<file path="config.mk">
export PLATFORM = sky130hd
export DESIGN_NAME = mult8_seq_ctrl
export DESIGN_NICKNAME = d
export VERILOG_FILES = /design/src/rtl/mult8_seq_ctrl_pkg.sv /design/src/rtl/mult8_seq_ctrl_mul4x4.sv /design/src/rtl/mult8_seq_ctrl.sv
export SDC_FILE = /design/constraint.sdc
export NUM_CORES = 1
export LEC_CHECK = 0
export ABC_AREA = 1
export CAP_MARGIN = 20
export CORE_UTILIZATION = 58
export DETAILED_ROUTE_END_ITERATION = 10
export PLACE_DENSITY_LB_ADDON = 0.25
export SYNTH_ARGS = -nofsm -noshare
export SYNTH_HDL_FRONTEND = slang
export SYNTH_HIERARCHICAL = 1
export SYNTH_SLANG_ARGS = --single-unit
</file>
<file path="constraint.sdc">
create_clock -name i_clk -period 4.8 [get_ports i_clk]
set_input_delay 0.96 -clock i_clk [delete_from_list [all_inputs] [get_ports i_clk]]
set_output_delay 0.96 -clock i_clk [all_outputs]
set_load 0.05 [all_outputs]
</file>
<file path="src/rtl/mult8_seq_ctrl_pkg.sv">
// Shared widths, step-counter width and FSM state encoding for the
// sequential 8x8 multiplier controller.
package mult_pkg;

  localparam int OP_W    = 8;
  localparam int SLICE_W = 4;
  localparam int PROD_W  = 16;
  localparam int STEP_W  = 2;

  typedef enum logic [1:0] {
    ST_IDLE = 2'd0,
    ST_MUL  = 2'd1,
    ST_DONE = 2'd2
  } state_t;

endpackage

</file>
<file path="src/rtl/mult8_seq_ctrl_mul4x4.sv">
// Combinational 4x4 unsigned multiplier slice shared by all four
// partial-product steps of the controller.
module mul4x4_u
  import mult_pkg::*;
(
  input  logic [SLICE_W-1:0]   i_a,
  input  logic [SLICE_W-1:0]   i_b,
  output logic [2*SLICE_W-1:0] o_p
);

  assign o_p = {{SLICE_W{1'b0}}, i_a} * {{SLICE_W{1'b0}}, i_b};

endmodule

</file>
<file path="src/rtl/mult8_seq_ctrl.sv">
// 8x8 unsigned multiply built from four passes through one 4x4 slice:
// accept operands, accumulate shifted partial products, pulse done.
module mult8_seq_ctrl
  import mult_pkg::*;
(
  input  logic              i_clk,
  input  logic              i_rst_n,
  input  logic              i_ena,
  input  logic              i_start,
  input  logic [OP_W-1:0]   i_op_a,
  input  logic [OP_W-1:0]   i_op_b,
  output logic              o_busy,
  output logic              o_done,
  output logic [PROD_W-1:0] o_product
);

  state_t              r_state;
  state_t              w_nextState;
  logic [STEP_W-1:0]   r_step;
  logic [OP_W-1:0]     r_a;
  logic [OP_W-1:0]     r_b;
  logic [PROD_W-1:0]   r_acc;
  logic [PROD_W-1:0]   r_product;
  logic [SLICE_W-1:0]  w_aNib;
  logic [SLICE_W-1:0]  w_bNib;
  logic [2*SLICE_W-1:0] w_pp;
  logic [PROD_W-1:0]   w_ppShifted;
  logic [PROD_W-1:0]   w_sum;

  // step[0] selects the high nibble of a (steps 1,3), step[1] that of b (steps 2,3)
  assign w_aNib = r_step[0] ? r_a[7:4] : r_a[3:0];
  assign w_bNib = r_step[1] ? r_b[7:4] : r_b[3:0];

  mul4x4_u u_mul (
    .i_a (w_aNib),
    .i_b (w_bNib),
    .o_p (w_pp)
  );

  always_comb begin
    w_ppShifted = {8'h00, w_pp};
    case (r_step)
      2'd0:    w_ppShifted = {8'h00, w_pp};
      2'd1,
      2'd2:    w_ppShifted = {4'h0, w_pp, 4'h0};
      default: w_ppShifted = {w_pp, 8'h00};
    endcase
  end

  assign w_sum = r_acc + w_ppShifted;

  always_ff @(posedge i_clk or negedge i_rst_n) begin
    if (!i_rst_n) begin
      r_state <= ST_IDLE;
    end else if (i_ena) begin
      r_state <= w_nextState;
    end
  end

  always_comb begin
    w_nextState = r_state;
    case (r_state)
      ST_IDLE: if (i_start) w_nextState = ST_MUL;
      ST_MUL:  if (r_step == 2'd3) w_nextState = ST_DONE;
      ST_DONE: w_nextState = ST_IDLE;
      default: w_nextState = ST_IDLE;
    endcase
  end

  // The final step writes product directly from the adder, so acc need not be re-read
  always_ff @(posedge i_clk or negedge i_rst_n) begin
    if (!i_rst_n) begin
      r_step    <= '0;
      r_a       <= '0;
      r_b       <= '0;
      r_acc     <= '0;
      r_product <= '0;
    end else if (i_ena) begin
      case (r_state)
        ST_IDLE: begin
          if (i_start) begin
            r_a    <= i_op_a;
            r_b    <= i_op_b;
            r_acc  <= '0;
            r_step <= '0;
          end
        end
        ST_MUL: begin
          r_acc  <= w_sum;
          r_step <= r_step + 2'd1;
          if (r_step == 2'd3) r_product <= w_sum;
        end
        default: ;
      endcase
    end
  end

  assign o_busy    = (r_state != ST_IDLE);
  assign o_done    = (r_state == ST_DONE);
  assign o_product = r_product;

endmodule

</file>
==> results.sh, run 1 <==
export IMPL_outcome="complete, no violations"
export IMPL_htree_levels=2
export IMPL_grt_pass1_vias=3102
export IMPL_routed_wirelength_um=7770
export IMPL_gp_congestion=0.917
export IMPL_fin_nets=610
export IMPL_min_delay_path_class="flop to flop"
export IMPL_ios=38
export IMPL_r2r_cells=21
export IMPL_first_pass_iters=5
export IMPL_synth_top_cell_by_area="dfrtp_1"
export IMPL_die_area_um2=6680
export IMPL_num_antenna_cells=0
export IMPL_syn_to_final_growth_pct=13.4
export IMPL_fillers=528
export IMPL_cts_sinks=52
export IMPL_drive_gt1_frac=0.0485
export IMPL_grt_remaining_overflow=0
export IMPL_syn_nets=573
export IMPL_wl_per_cell_um=12.3
export IMPL_ctsResizeCount=0
export IMPL_irDropWorstVdd_uv=368
export IMPL_cts_root_buf="clkbuf_8"
export IMPL_rows=28
export IMPL_finClkSkew_ns=0.0121
export IMPL_async_reset_ff_frac=1.00
export IMPL_powerDensity_nw_per_um2=610
export IMPL_synthTopCellsByArea="dfrtp_1 (35%), nand2_1 (25%), ha_1 (9.8%)"
export IMPL_critPathSlowestCell="fa_1"
export IMPL_end_kind="flop"
export IMPL_crit_family="adder cells"
export IMPL_hold_depth=2
export IMPL_drc_errors=0
export IMPL_num_vias=3337
export IMPL_place_ws_ns=0.492
export IMPL_viasPerCell=5.28
export IMPL_grt_setup_unrepaired="no"
export IMPL_grt_max_degree=53
export IMPL_syn_area_um2=3690
export IMPL_slew_limit_headroom=0.573
export IMPL_die_w_um=81.7
export IMPL_max_cap_violations=0
export IMPL_critPathKind="flop to flop"
export IMPL_fin_crit_ns=4.44
export IMPL_fp_dieH_um=81.7
export IMPL_worst_path_most_repeated_cell="nand2_1"
export IMPL_synth_edf_count=0
export IMPL_clockBufferDepth=2
export IMPL_detail_route_antenna_nets=0
export IMPL_core_area_um2=6030
export IMPL_initialDrtViolationCount=174
export IMPL_worstMarginPinSlew_ns=0.640
export IMPL_cp_max_fo=8
export IMPL_postSynthCellCount=519
export IMPL_start_kind="flop"
export IMPL_path_buf_inv=3
export IMPL_cts_tree="yes"
export IMPL_synth_flop_cell="dfrtp_1"
export IMPL_final_util=0.694
export IMPL_synth_cell_types=33
export IMPL_portBuffers=37
export IMPL_grt_pass1_wl_um=13200
export IMPL_worstPathRequired_ns=5.00
export IMPL_setup_ws_ns=0.361
export IMPL_ys_warnings_count=6
export IMPL_dpl_hpwl_um=6070
export IMPL_cts_clk_slew_worst_paths_ns=0.10
export IMPL_cts_hold_buffers_added=0
export IMPL_reg2reg_slack_ns=0.36
export IMPL_insertion_delay_ns=0.32
export IMPL_slowest_delay_ns=0.53
export IMPL_antenna_found_initial=0
export IMPL_ys_ff_latch=52
export IMPL_fmax_ghz=0.225
export IMPL_cts_made_buffers=5
export IMPL_worst_path_stages=21
export IMPL_setup_tns_ns=0
export IMPL_postCtsSetupRepairBufs=0
export IMPL_post_synth_cell_area_avg_um2=7.10
export IMPL_cp_arrival_ns=4.64
export IMPL_setup_viol=0
export IMPL_cp_cell_sequence="inv_1 -> nand2_1 -> nand2_1 -> nand2_1 -> fa_1 -> inv_1 -> fa_1 -> fa_1 -> nand3_1 -> nand2_1 -> xor2_1 -> nand2_1 -> o32ai_1 -> ha_1 -> nand2_1 -> inv_1 -> a21oi_1 -> nand2_1 -> or2_1 -> nand3_1 -> nand2_1"
export IMPL_hold_viol=0
export IMPL_netlist_area_leader_share=0.353
export IMPL_initial_core_util=0.612
export IMPL_p_leak_nw=2.49
export IMPL_grt_usage=0.259
export IMPL_maxSlewViolCount=0
export IMPL_ys_seq_area_frac=0.353
export IMPL_period_share=0.925
-- area by class of cell --
cell class / count / area (um^2) / area share
multi-input cells: 385 / 2040 / 0.488
flip-flops and latches: 52 / 1300 / 0.311
repair buffers: 38 / 373 / 0.0892
inverters: 74 / 280 / 0.0670
well taps: 75 / 93.8 / 0.0224
clock buffers: 5 / 68.8 / 0.0165
clock inverters: 3 / 25.0 / 0.00598
-- cell usage after synthesis (all sizes together), types with 4 or more instances --
library cell and instances:
a21oi 10, buf 7, dfrtp 52, fa 5
ha 29, inv 74, nand2 244, nand3 33
nand3b 4, nor2 16, nor3 7, o21ai 14
or2 5, xor2 7
-- sequential cells by signal, summed over array words and instances, names as in the netlist --
signal,cells
o_product,16
r_a,8
r_acc,16
r_b,8
r_state,2
r_step,2
-- cell usage in the layout (no fill, tap or decap), types with 2 or more instances in the layout --
cell type | Yosys | final
nand3b_1 | 4 | 4
ha_1 | 29 | 29
o21ai_2 | 3 | 3
xor2_1 | 7 | 7
o21ai_1 | 2 | 2
inv_1 | 69 | 69
nor2_4 | 2 | 2
nand2_1 | 243 | 243
nand4_1 | 2 | 2
o21ai_0 | 9 | 9
nor2_1 | 12 | 12
clkbuf_8 | 0 | 5
o32ai_1 | 3 | 3
or2_1 | 5 | 5
inv_2 | 4 | 4
clkdlybuf4s50_1 | 0 | 36
inv_6 | 0 | 2
dfrtp_1 | 52 | 52
o22ai_1 | 3 | 3
nand3_1 | 31 | 31
fa_1 | 5 | 5
a21oi_1 | 10 | 10
nor3_1 | 7 | 7
-- routing by layer --
layer / up-vias / track usage / wire length [um]
met5: - / 0 / 0
met4: 0 / 0.0965 / 176
met3: 22 / 0.0389 / 269
met2: 85 / 0.464 / 3870
met1: 1553 / 0.311 / 3450
li1: 1677 / - / -
-- worst paths after layout --
check,endpoint,from
min in group asynchronous,o_product[4]$_DFFE_PN0P_,i_rst_n
max in group asynchronous,r_acc[4]$_DFFE_PN0P_,i_rst_n
worst max-delay path,o_product[7]$_DFFE_PN0P_,r_step[0]$_DFFE_PN0P_
worst max register to register,o_product[7]$_DFFE_PN0P_,r_step[0]$_DFFE_PN0P_
worst min register to register,o_product[12]$_DFFE_PN0P_,o_product[12]$_DFFE_PN0P_
worst min-delay path,o_product[12]$_DFFE_PN0P_,o_product[12]$_DFFE_PN0P_
-- where the power goes --
| part | internal (mW) | switching, mW |
|---|---|---|
| combinational | 0.557 | 1.03 |
| sequential | 0.591 | 0.107 |
| clock | 0.107 | 0.156 |
-- stage by stage --
| step | cell area [um^2] | hold WS (ns) | instances | power [mW] |
|---|---|---|---|---|
| 2_1_floorplan | 3690 | 0.449 | 519 | 1.90 |
| 3_3_place_gp | 4090 | 0.463 | 624 | 2.24 |
| 3_5_place_dp | 4090 | 0.465 | 624 | 2.29 |
| 4_1_cts | 4180 | 0.489 | 632 | 2.56 |
| 5_1_grt | 4180 | 0.509 | 632 | 2.79 |
| 6_report | 4180 | 0.484 | 632 | 2.55 |
-- tightest hold or removal path, stage by stage, from the launching register on --
cell and delay (ns):
dfrtp_1 0.35, nand2_1 0.05, nand2_1 0.05
-- cell families after synthesis --
family                   share of synthesized area
AND/OR/NAND/NOR                              0.357
XOR/XNOR                                    0.0190
AO/OA/AOI/OAI                               0.0513
adder cells (fa/ha/maj)                      0.126
buffers and inverters                       0.0937
flip-flops                                   0.353
Power figures use the tool's default switching activity.
==> inputs of run 2 (changes only) <==
--- a/config.mk
+++ b/config.mk
@@ -7,9 +7,10 @@
 export LEC_CHECK = 0
 export ABC_AREA = 1
 export CAP_MARGIN = 20
-export CORE_UTILIZATION = 58
+export CORE_UTILIZATION = 64
 export DETAILED_ROUTE_END_ITERATION = 10
-export PLACE_DENSITY_LB_ADDON = 0.25
+export DONT_BUFFER_PORTS = 1
+export PLACE_DENSITY = 0.8
 export SYNTH_ARGS = -nofsm -noshare
 export SYNTH_HDL_FRONTEND = slang
 export SYNTH_HIERARCHICAL = 1
==> run 2 against run 1 <==
Net effect:
- first-iteration DRC count rose by 9.2%
- maximum frequency rose by 0.64%
- register-to-register slack improved by 0.03 ns
- count of clock-buffer cells in the layout did not move
- global-route usage rose by 2.4 points
==> results.sh, run 2 (synthesis results as in run 1) <==
export IMPL_multiInputGateArea_um2=2040
export IMPL_ios=38
export IMPL_htree_levels=2
export IMPL_internal_power_mw=1.17
export IMPL_first_pass_iters=4
export IMPL_holdWs_ns=0.321
export IMPL_layout_common_cells="nand2_1 (243), inv_1 (69), dfrtp_1 (52)"
export IMPL_fin_crit_ns=4.41
export IMPL_hold_viol=0
export IMPL_cts_root_buf="clkbuf_8"
export IMPL_final_util=0.687
export IMPL_num_vias=3159
export IMPL_drc_errors=0
export IMPL_cp_arrival_ns=4.62
export IMPL_cts_made_buffers=5
export IMPL_critPathSlowestCell="fa_1"
export IMPL_final_common_cell="nand2_1"
export IMPL_grt_remaining_overflow=0
export IMPL_p_leak_nw=2.35
export IMPL_period_share=0.919
export IMPL_share_seq_of_total_power=0.335
export IMPL_cp_cell_sequence="inv_1 -> nand2_1 -> nand2_1 -> nand2_1 -> fa_1 -> inv_1 -> fa_1 -> fa_1 -> nand3_1 -> nand2_1 -> xor2_1 -> nand2_1 -> o22ai_1 -> ha_1 -> nand2_1 -> inv_1 -> nand2_1 -> nand2_1 -> a21oi_1 -> nand3_1 -> nand3_1 -> nand2_1"
export IMPL_clockBufferDepth=2
export IMPL_grt_usage=0.283
export IMPL_rows=27
export IMPL_gp_congestion=0.928
export IMPL_cts_clk_slew_worst_paths_ns=0.11
export IMPL_worstMarginPinSlew_ns=0.877
export IMPL_slowest_delay_ns=0.53
export IMPL_place_ws_ns=0.437
export IMPL_p_clk_frac=0.108
export IMPL_drive_gt1_frac=0.0482
export IMPL_irDropWorstVdd_uv=365
export IMPL_grt_pass1_wl_um=13600
export IMPL_insertion_delay_ns=0.31
export IMPL_fillers=492
export IMPL_detail_route_antenna_nets=0
export IMPL_routed_wirelength_um=7740
export IMPL_dpl_hpwl_um=5890
export IMPL_antenna_found_initial=0
export IMPL_maxSlewViolCount=0
export IMPL_final_seq_area_um2=1300
export IMPL_switchingPower_mw=1.31
export IMPL_critPathKind="flop to flop"
export IMPL_slew_limit_headroom=0.413
export IMPL_outcome="complete, no violations"
export IMPL_setup_tns_ns=0
export IMPL_ctsResizeCount=0
export IMPL_die_w_um=77.9
export IMPL_cts_hold_buffers_added=0
export IMPL_powerDensity_nw_per_um2=653
export IMPL_fmax_ghz=0.227
export IMPL_worstPathRequired_ns=5.01
export IMPL_syn_to_final_growth_pct=3.29
export IMPL_max_cap_violations=0
export IMPL_switching_share=0.528
export IMPL_min_delay_path_class="input pin to asynchronous set/reset pin"
export IMPL_grt_setup_unrepaired="no"
export IMPL_postCtsSetupRepairBufs=0
export IMPL_initialDrtViolationCount=190
export IMPL_start_kind="flop"
export IMPL_cp_max_fo=7
export IMPL_viasPerCell=5.35
export IMPL_cts_sinks=52
export IMPL_finClkSkew_ns=0.00890
export IMPL_setup_ws_ns=0.389
export IMPL_fp_dieH_um=77.9
export IMPL_num_antenna_cells=0
export IMPL_fin_nets=572
export IMPL_worst_path_most_repeated_cell="nand2_1"
export IMPL_p_comb_frac=0.556
export IMPL_cts_tree="yes"
export IMPL_setup_viol=0
export IMPL_grt_pass1_vias=3162
export IMPL_core_area_um2=5540
export IMPL_end_kind="flop"
export IMPL_wl_per_cell_um=13.1
export IMPL_portBuffers=0
export IMPL_grt_max_degree=53
export IMPL_initial_core_util=0.665
export IMPL_die_area_um2=6070
## run 2: changes by cell type in the layout (fill, tap and decap cells not counted)
| cell | change |
|---|---|
| inv_6 | -2 |
| buf_2 | -1 |
| clkinv_4 | +1 |
| buf_4 | -1 |
| inv_8 | +1 |
| clkdlybuf4s50_1 | -36 |
## run 2: metrics by stage
step | cells | power, mW | cell area, um^2
floorplan | 519 | 1.90 | 3690
global placement | 583 | 2.15 | 3710
detailed placement | 583 | 2.19 | 3710
CTS | 591 | 2.48 | 3810
global route | 591 | 2.69 | 3810
finish | 591 | 2.49 | 3810
## run 2: critical path: cells and delay by family (launching register included)
kind / cells / cell delay, ns
adder cells (fa/ha/maj): 4 / 1.84
AND/OR/NAND/NOR: 12 / 1.10
flip-flops: 1 / 0.47
AO/OA/AOI/OAI: 2 / 0.39
buffers and inverters: 3 / 0.29
XOR/XNOR: 1 / 0.21
## run 2: path summary, 6_finish.rpt
check	end	cells after the start	start	slack, ns
min in group i_clk	r_b[4]$_DFFE_PN0P_	2	r_b[4]$_DFFE_PN0P_	0.49
hold / removal	o_product[5]$_DFFE_PN0P_	0	i_rst_n	0.32
setup reg to reg	r_acc[15]$_DFFE_PN0P_	22	r_step[1]$_DFFE_PN0P_	0.39
setup / recovery	r_acc[15]$_DFFE_PN0P_	22	r_step[1]$_DFFE_PN0P_	0.39
max in group asynchronous	r_b[3]$_DFFE_PN0P_	0	i_rst_n	4.38
hold reg to reg	r_b[4]$_DFFE_PN0P_	2	r_b[4]$_DFFE_PN0P_	0.49
## run 2: power groups by stage
stage	Sequential [mW]	Combinational [mW]	Clock, mW
floorplan	0.807	1.10	0
detailed placement	0.842	1.35	0
CTS	0.833	1.37	0.273
global placement	0.838	1.31	0
finish	0.834	1.38	0.270
global route	0.853	1.55	0.285
## run 2: per-layer routing
metal  wire length (um)  track usage  vias up
met5                  0            0        -
li1                   -            -     1605
met3                386       0.0494       15
met4                169        0.139        0
met2               3920        0.505       88
met1               3270        0.326     1451
## run 2: area by class of cell
cell class,instances,area share
multi-input cells,385,0.536
well taps,72,0.0237
inverters,74,0.0736
clock inverters,3,0.00723
flip-flops and latches,52,0.342
clock buffers,5,0.0181
==> inputs of run 3 (changes only) <==
--- a/config.mk
+++ b/config.mk
@@ -7,6 +7,7 @@
 export LEC_CHECK = 0
 export ABC_AREA = 1
 export CAP_MARGIN = 20
+export CORE_MARGIN = 10
 export CORE_UTILIZATION = 64
 export DETAILED_ROUTE_END_ITERATION = 10
 export DONT_BUFFER_PORTS = 1
==> run 3 against run 2 <==
Net effect:
- critical path depth unchanged
- clock skew up 0.0032 ns
- clock power up 14%
- die area up 52%
- sequential cell count unchanged
- non-clock buffer count unchanged
- sequential power about the same
- worst hold slack better by 0.0053 ns
- power up 0.99%
- count of clock-buffer cells in the layout up 1
- setup slack better by 0.074 ns
- routed wire length up 4.8%
==> results.sh, run 3 (synthesis results as in run 1) <==
export IMPL_internal_power_mw=1.22
export IMPL_fillers=479
export IMPL_ctsResizeCount=0
export IMPL_ios=38
export IMPL_worstSetupStartpoint="r_step[1]$_DFFE_PN0P_"
export IMPL_cts_tree="yes"
export IMPL_setup_viol=0
export IMPL_p_comb_frac=0.544
export IMPL_portBuffers=0
export IMPL_setup_tns_ns=0
export IMPL_die_area_um2=9190
export IMPL_detail_route_antenna_nets=0
export IMPL_reg2reg_slack_ns=0.46
export IMPL_postCtsSetupRepairBufs=0
export IMPL_final_common_cell="nand2_1"
export IMPL_grt_setup_unrepaired="no"
export IMPL_max_cap_violations=0
export IMPL_initial_core_util=0.665
export IMPL_grt_usage=0.191
export IMPL_cts_sinks=52
export IMPL_dpl_hpwl_um=6490
export IMPL_cts_root_buf="clkbuf_8"
export IMPL_grt_pass1_wl_um=14100
export IMPL_worstMarginPinSlew_ns=0.927
export IMPL_clockBufferDepth=2
export IMPL_end_kind="flop"
export IMPL_cp_max_fo=7
export IMPL_hold_viol=0
export IMPL_die_w_um=95.9
export IMPL_drc_errors=0
export IMPL_switching_share=0.513
export IMPL_routed_wirelength_um=8120
export IMPL_fp_dieH_um=95.9
export IMPL_fin_crit_ns=4.34
export IMPL_finClkSkew_ns=0.0121
export IMPL_fmax_ghz=0.231
export IMPL_irDropWorstVdd_uv=319
export IMPL_maxSlewViolCount=0
export IMPL_setup_ws_ns=0.463
export IMPL_htree_levels=2
export IMPL_crit_path_end="r_acc[15]$_DFFE_PN0P_"
export IMPL_layoutNonFillerInstCount=591
export IMPL_p_clk_frac=0.123
export IMPL_wl_per_cell_um=13.7
export IMPL_gp_congestion=0.930
export IMPL_drive_gt1_frac=0.0482
export IMPL_grt_remaining_overflow=0
export IMPL_syn_to_final_growth_pct=3.77
export IMPL_start_kind="flop"
export IMPL_layout_common_cells="nand2_1 (242), inv_1 (69), dfrtp_1 (52)"
export IMPL_viasPerCell=5.35
export IMPL_critPathKind="flop to flop"
export IMPL_rr_startpoint="r_step[1]$_DFFE_PN0P_"
export IMPL_insertion_delay_ns=0.31
export IMPL_place_ws_ns=0.456
export IMPL_worstPathRequired_ns=5.00
export IMPL_switchingPower_mw=1.29
export IMPL_first_pass_iters=4
export IMPL_p_leak_nw=2.36
export IMPL_num_antenna_cells=0
export IMPL_slew_limit_headroom=0.379
export IMPL_cts_made_buffers=5
export IMPL_period_share=0.904
export IMPL_r2r_cells=22
export IMPL_rows=27
export IMPL_num_vias=3163
export IMPL_core_area_um2=5540
export IMPL_powerDensity_nw_per_um2=657
export IMPL_cts_clk_slew_worst_paths_ns=0.10
export IMPL_cts_hold_buffers_added=0
export IMPL_outcome="complete, no violations"
export IMPL_cp_arrival_ns=4.54
export IMPL_grt_max_degree=53
export IMPL_min_delay_path_class="input pin to asynchronous set/reset pin"
export IMPL_initialDrtViolationCount=148
export IMPL_fin_nets=572
export IMPL_antenna_found_initial=0
export IMPL_grt_pass1_vias=3092
export IMPL_dpl_cell_count=583
export IMPL_rr_endpoint="r_acc[15]$_DFFE_PN0P_"
export IMPL_share_seq_of_total_power=0.333
export IMPL_power_mw=2.51
run 3: changes by cell type in the layout (fill, tap and decap cells not counted), sizes merged:
cell      delta
bufinv       +1
clkinv       -1
clkbuf       +1
clkinvlp     -1
run 3: power groups by stage:
stage / logic [mW] / clock network, mW / registers [mW]
global route: 1.57 / 0.333 / 0.860
global placement: 1.32 / 0 / 0.842
finish: 1.37 / 0.309 / 0.837
floorplan: 1.10 / 0 / 0.807
detailed placement: 1.35 / 0 / 0.847
CTS: 1.36 / 0.310 / 0.839
run 3: layer usage:
layer / global-route usage / wire, um / vias up / share of wire
li1: - / - / 1604 / -
met1: 0.225 / 3390 / 1450 / 0.42
met2: 0.331 / 4010 / 91 / 0.49
met3: 0.0397 / 531 / 18 / 0.065
met4: 0.0749 / 179 / 0 / 0.022
met5: 0 / 0 / - / 0
run 3: cell type report:
type	count	area, um^2	share of cell area
Clock inverter	2	38.8	0.0101
Clock buffer	6	72.6	0.0190
Sequential cell	52	1300	0.340
Inverter	74	280	0.0733
Multi-Input combinational cell	385	2040	0.534
Tap cell	72	90.1	0.0236
run 3: worst min path at each step:
stage	end	slack (ns)
6_report	o_product[3]$_DFFE_PN0P_	0.33
5_1_grt	o_product[3]$_DFFE_PN0P_	0.30
4_1_cts	o_product[3]$_DFFE_PN0P_	0.33
3_5_place_dp	r_b[5]$_DFFE_PN0P_	0.47
3_3_place_gp	r_b[4]$_DFFE_PN0P_	0.47
2_1_floorplan	r_a[0]$_DFFE_PN0P_	0.45
run 3: critical path, cell delays in order (launching register included):
cell	delay [ns]
dfrtp_1	0.46
inv_1	0.18
nand2_1	0.07
nand2_1	0.11
nand2_1	0.09
fa_1	0.54
inv_1	0.06
fa_1	0.52
fa_1	0.47
nand3_1	0.09
nand2_1	0.06
xor2_1	0.17
nand2_1	0.09
o22ai_1	0.14
ha_1	0.32
nand2_1	0.14
inv_1	0.07
nand2_1	0.07
nand2_1	0.07
a21oi_1	0.22
nand3_1	0.13
nand3_1	0.10
nand2_1	0.05
run 3: metrics by stage:
step                       util  instance area [um^2]  hold slack (ns)
after floorplan               -                  3690            0.449
after global placement    0.670                  3710            0.465
after detailed placement  0.670                  3710            0.466
after CTS                 0.690                  3820            0.327
after global routing      0.690                  3820            0.304
final                     0.690                  3820            0.327
